## config.mk

```make
export PLATFORM = sky130hd
export DESIGN_NAME = rt_mem_ctrl
export DESIGN_NICKNAME = d
export VERILOG_FILES = /design/src/rtl/rt_mem_ctrl.sv
export SDC_FILE = /design/constraint.sdc
export NUM_CORES = 1
export LEC_CHECK = 0
export BUFFER_PORTS_ARGS = -buffer_cell sky130_fd_sc_hd__buf_2
export CORE_MARGIN = 2
export CORE_UTILIZATION = 52
export DETAILED_ROUTE_END_ITERATION = 6
export GPL_TIMING_DRIVEN = 0
export PLACE_DENSITY = 0.81
export SLEW_MARGIN = 20
export SYNTH_ARGS = -nofsm -noshare
export SYNTH_HDL_FRONTEND = slang
export SYNTH_SLANG_ARGS = --single-unit
export TNS_END_PERCENT = 30
```

## constraint.sdc

```tcl
create_clock -name clk_i -period 11.8 [get_ports clk_i]
set_clock_uncertainty 0.05 [all_clocks]
set_input_delay 2.36 -clock clk_i [delete_from_list [all_inputs] [get_ports clk_i]]
set_output_delay 2.36 -clock clk_i [all_outputs]
set_load 0.05 [all_outputs]
```

## src/rtl/rt_mem_ctrl.sv

```systemverilog
// Racetrack sequencing controller in front of mem_datapath: one core request at a time.
// Latency: rvalid 2+4n cycles after grant for writes, 2+4n+k for reads (n = addr[1:0], k = WAIT cycles).
// Backpressure: data_gnt_o is low unless idle; the core holds req/addr stable until granted.
//
// Ports
//   clk_i, rst_i                      clock, async active-high reset
//   data_req_i/addr/we/be/wdata       core address phase; data_gnt_o accepts it
//   lim_funct_i, range_i              LiM function (0 = plain access) and range flag
//   data_rvalid_o/rdata/err           one-cycle response phase
//   en_ab_o, be_b_o, addr_o           transaction enable and latched request to datapath
//   clk_m_o, Bz_s_o                   magnetic shift clock and direction (1 = forward)
//   write_pulse_o, read_pulse_o       one-cycle access strobes
//   write_data_o, write_en_data_o     latched write data and data-write enable
//   mask_o, lim_funct_o               latched LiM mask and function
//   range_active_o                    latched range flag, qualified by en_ab_o
//   r_data_i, r_valid_i               datapath read return
module rt_mem_ctrl #(
  parameter int ADDR_WIDTH = 8,
  parameter int DATA_WIDTH = 32,
  parameter int CNT_WIDTH  = 2,
  parameter int TIMEOUT    = 15
) (
  input  logic                  clk_i,
  input  logic                  rst_i,
  input  logic                  data_req_i,
  input  logic [ADDR_WIDTH-1:0] data_addr_i,
  input  logic                  data_we_i,
  input  logic [3:0]            data_be_i,
  input  logic [DATA_WIDTH-1:0] data_wdata_i,
  input  logic [2:0]            lim_funct_i,
  input  logic                  range_i,
  output logic                  data_gnt_o,
  output logic                  data_rvalid_o,
  output logic [DATA_WIDTH-1:0] data_rdata_o,
  output logic                  data_err_o,
  output logic                  en_ab_o,
  output logic [3:0]            be_b_o,
  output logic [ADDR_WIDTH-1:0] addr_o,
  output logic                  clk_m_o,
  output logic                  Bz_s_o,
  output logic                  write_pulse_o,
  output logic                  read_pulse_o,
  output logic [DATA_WIDTH-1:0] write_data_o,
  output logic                  write_en_data_o,
  output logic [DATA_WIDTH-1:0] mask_o,
  output logic [2:0]            lim_funct_o,
  output logic                  range_active_o,
  input  logic [DATA_WIDTH-1:0] r_data_i,
  input  logic                  r_valid_i
);

  localparam int WCNT_WIDTH = (TIMEOUT > 1) ? $clog2(TIMEOUT) : 1;

  typedef enum logic [2:0] {
    IDLE, SHIFT_HI, SHIFT_LO, ACCESS, WAIT, UNSHIFT_HI, UNSHIFT_LO, RESP
  } state_t;

  state_t                state, next_state;
  logic [CNT_WIDTH-1:0]  cnt;
  logic [CNT_WIDTH-1:0]  n_q;
  logic                  we_q;
  logic                  range_q;
  logic [WCNT_WIDTH-1:0] wait_cnt;

  logic accept;
  logic we_nx;
  logic range_nx;
  logic wait_timeout;
  logic [CNT_WIDTH-1:0] n_nx;

  assign data_gnt_o   = data_req_i && (state == IDLE) && !rst_i;
  assign accept       = data_gnt_o;
  assign n_nx         = data_addr_i[CNT_WIDTH-1:0];
  // On the accept edge the latches are not yet loaded, so look at the request directly.
  assign we_nx        = accept ? data_we_i : we_q;
  assign range_nx     = accept ? range_i : range_q;
  assign wait_timeout = (wait_cnt == WCNT_WIDTH'(TIMEOUT - 1));

  always_ff @(posedge clk_i or posedge rst_i) begin
    if (rst_i) state <= IDLE;
    else       state <= next_state;
  end

  always_comb begin
    next_state = state;
    unique case (state)
      IDLE:       if (accept) next_state = (n_nx != '0) ? SHIFT_HI : ACCESS;
      SHIFT_HI:   next_state = SHIFT_LO;
      // Extra bit so the cnt+1 compare cannot wrap.
      SHIFT_LO:   next_state = (({1'b0, cnt} + 1'b1) < {1'b0, n_q}) ? SHIFT_HI : ACCESS;
      ACCESS:     if (we_q) next_state = (n_q != '0) ? UNSHIFT_HI : RESP;
                  else      next_state = WAIT;
      // A valid in the last allowed cycle still wins over the timeout.
      WAIT:       if (r_valid_i || wait_timeout)
                    next_state = (n_q != '0) ? UNSHIFT_HI : RESP;
      UNSHIFT_HI: next_state = UNSHIFT_LO;
      UNSHIFT_LO: next_state = (cnt == CNT_WIDTH'(1)) ? RESP : UNSHIFT_HI;
      RESP:       next_state = IDLE;
      default:    next_state = IDLE;
    endcase
  end

  // Strobes are decoded from next_state so they are registered yet line up with the state.
  always_ff @(posedge clk_i or posedge rst_i) begin
    if (rst_i) begin
      data_rvalid_o   <= 1'b0;
      data_rdata_o    <= '0;
      data_err_o      <= 1'b0;
      en_ab_o         <= 1'b0;
      be_b_o          <= '0;
      addr_o          <= '0;
      clk_m_o         <= 1'b0;
      Bz_s_o          <= 1'b0;
      write_pulse_o   <= 1'b0;
      read_pulse_o    <= 1'b0;
      write_data_o    <= '0;
      write_en_data_o <= 1'b0;
      mask_o          <= '0;
      lim_funct_o     <= '0;
      range_active_o  <= 1'b0;
      cnt             <= '0;
      n_q             <= '0;
      we_q            <= 1'b0;
      range_q         <= 1'b0;
      wait_cnt        <= '0;
    end else begin
      en_ab_o        <= (next_state != IDLE);
      clk_m_o        <= (next_state == SHIFT_HI) || (next_state == UNSHIFT_HI);
      Bz_s_o         <= (next_state == SHIFT_HI) || (next_state == SHIFT_LO);
      write_pulse_o  <= (next_state == ACCESS) && we_nx;
      read_pulse_o   <= (next_state == ACCESS) && !we_nx;
      data_rvalid_o  <= (next_state == RESP);
      range_active_o <= (next_state != IDLE) && range_nx;

      case (state)
        IDLE: begin
          if (accept) begin
            addr_o          <= data_addr_i;
            be_b_o          <= data_be_i;
            write_data_o    <= data_wdata_i;
            lim_funct_o     <= lim_funct_i;
            // A non-zero function turns the write into a LiM mask store.
            write_en_data_o <= (lim_funct_i == 3'b000);
            mask_o          <= (lim_funct_i != 3'b000) ? data_wdata_i : '0;
            we_q            <= data_we_i;
            range_q         <= range_i;
            n_q             <= n_nx;
            cnt             <= '0;
            wait_cnt        <= '0;
            data_rdata_o    <= '0;
            data_err_o      <= 1'b0;
          end
        end
        SHIFT_LO:   cnt <= cnt + 1'b1;
        UNSHIFT_LO: cnt <= cnt - 1'b1;
        WAIT: begin
          wait_cnt <= wait_cnt + 1'b1;
          if (r_valid_i) begin
            data_rdata_o <= r_data_i;
          end else if (wait_timeout) begin
            data_err_o   <= 1'b1;
            data_rdata_o <= '0;
          end
        end
        default: ;
      endcase
    end
  end

endmodule

```

==> impl_metrics.json <==
{
  "crit_buf_inv": 5,
  "antenna_left": 0,
  "hpwl_um": 9450,
  "syn-cell-area_mm2": 0.00524,
  "seq_area_frac_synth_pct": 62.6,
  "first_pass_iters": 4,
  "grt_pass1_wl_um": 22800,
  "grt_pass1_vias": 4647,
  "timing.fmax_ghz": 0.156,
  "synth_commonest_cells": "nand2_1, dfrtp_1, nand3_1, a22o_1, clkbuf_1",
  "cts-resized-gates": 0,
  "path_cells": "buf_2 -> nor3b_2 -> nand2_1 -> inv_2 -> buf_2 -> buf_2 -> buf_2",
  "initial_core_util_pct": 53.6,
  "core_mm2": 0.00977,
  "required_ps": 9390,
  "tns_ps": 0,
  "hold_viol": 0,
  "synth_flop_cell": "dfrtp_1",
  "synth_most_common_cell": "nand2_1",
  "h-tree-depth": 4,
  "final_nets": 827,
  "setup.worst_path.end_class": "output pin",
  "drive_above_1_share_pct": 35.6,
  "ys_ff_latch": 131,
  "io_pins": 206,
  "dieArea_mm2": 0.0109,
  "hp-class": "register to register",
  "synth_cell_types": 46,
  "synthArstFlopShare_pct": 100,
  "worstPathArrival_ps": 4020,
  "globalplace.congestion": 0.836,
  "fin_hold_ws_ps": 411,
  "synthCells": 512,
  "vias": 4530,
  "placedCellCount": 851,
  "die_height_um": 104,
  "num_rows": 36,
  "start_kind": "primary input",
  "post-route-period-util_pct": 54.5,
  "path_class": "primary input to output pin",
  "slew_headroom_pct": 60.9,
  "tightest_slew_ps": 583,
  "synth.area.top_cells": "dfrtp_1, nand2_1, a22o_1",
  "final_cells": 880,
  "synth_top_area_share_pct": 62.6,
  "grt.overflow.total": 0,
  "synth-edff-count": 0,
  "path_clk_slew_ps": 60,
  "root_buffer": "clkbuf_8",
  "yosysTopAreaCell": "dfrtp_1",
  "numCtsBuffers": 17,
  "antenna_cells": 0,
  "drtIter0Drc": 281,
  "ys.warnings.count": 0,
  "grt_max_degree": 69,
  "cts_tree": "done",
  "drv_cap": 0,
  "finalSetupViolations": 0,
  "clkSinkCount": 131,
  "slew_violations": 0,
  "antenna_found_initial": 0,
  "wl_per_cell_um": 15.5,
  "cts_hold_buf": 0,
  "slowest_delay_ps": 370,
  "avgSynthCellArea_um2": 10.2,
  "remaining_drc_errors": 0,
  "syn-num-nets": 602,
  "rsz0062_at_grt": "false",
  "die_w_um": 104,
  "post_cts_buffers": 0,
  "min_period_ps": 6430,
  "critPathSlowestCell": "nor3b_2",
  "syn2layout_area_growth_pct": 33.9,
  "status": "finished clean",
  "cp_common_cell": "buf_2",
  "drt-total-wl_um": 13700,
  "io_buffer_count": 205,
  "routed_via_density": 5.15,
  "clock_latency_ps": 520,
  "fillers": 713,
  "path_max_fanout": 10,
  "crit_family": "buffers and inverters",
  "track_usage_pct": 26.5,
  "clk_path_buf_depth": 2
}
registers in the layout (all words and copies together) (netlist names), 2 cells and up:
register,flops
data_rdata_o,32
mask_o,32
write_data_o,32
addr_o,8
be_b_o,4
wait_cnt,4
lim_funct_o,3
state,3
cnt,2
metrics by stage:
step	area, um2	worst slack [ps]	util (%)
2_1_floorplan	5240	5880	-
3_3_place_gp	6430	4600	65.8
3_5_place_dp	6460	5380	66.1
4_1_cts	7010	5370	71.7
5_1_grt	7010	5250	71.7
6_report	7010	5370	71.7
logic make-up after synthesis:
group	synth area share [%]
XOR/XNOR	0.335
AND/OR/NAND/NOR	21.9
adder cells (fa/ha/maj)	1.34
flip-flops	62.6
multiplexers	0.621
AO/OA/AOI/OAI	9.06
buffers and inverters	4.11
cells in the final DEF (no fill, tap or decap), types with 2 or more instances in the layout:
cell type,n
and3_1,2
nor3_1,2
dfrtp_1,131
clkbuf_16,16
a22o_1,32
nand3_1,37
nor2_1,7
o21ai_0,6
buf_6,3
bufinv_16,2
clkinv_2,2
a21oi_1,2
clkbuf_8,4
mux2_2,2
a22oi_1,2
inv_1,9
o22ai_1,2
nand2_1,211
clkbuf_1,19
ha_1,4
buf_2,219
nand2b_1,2
final cells by class:
cell class,count,area (um2),area share [%]
flip-flops and latches,131,3280,46.8
multi-input cells,336,1740,24.9
repair buffers,206,1050,15.0
clock buffers,24,470,6.71
plain buffers,33,168,2.39
well taps,133,166,2.37
clock inverters,5,77.6,1.11
inverters,12,52.6,0.750
worst paths after layout:
kind                                       startpoint                            to  slack (ps)  cells past startpoint
worst max-delay path                            rst_i                    data_gnt_o        5370                      7
worst min-delay path            mask_o[0]$_DFFE_PP0P_         mask_o[0]$_DFFE_PP0P_         410                      2
worst max register to register  addr_o[1]$_DFFE_PP0P_              Bz_s_o$_DFF_PP0_        9610                      6
worst min register to register  mask_o[0]$_DFFE_PP0P_         mask_o[0]$_DFFE_PP0P_         410                      2
max in group asynchronous                       rst_i  write_data_o[10]$_DFFE_PP0P_        9100                      3
min in group asynchronous                       rst_i             clk_m_o$_DFF_PP0_        1870                      2
routing by layer:
metal	vias up	GRT usage (%)	wire (um)
met5	-	0	0
met4	0	10.0	176
met3	17	7.71	971
met2	178	43.0	6850
met1	2196	33.8	5660
li1	2139	-	-
worst min-delay path, stage by stage, from the launching register on:
cell and delay, ps:
dfrtp_1 340, nand2_1 50, nand2_1 50
Power is left out: the tool's default activity adds up to more than one toggle a clock period on the data nets, which glitch-free logic cannot reach.
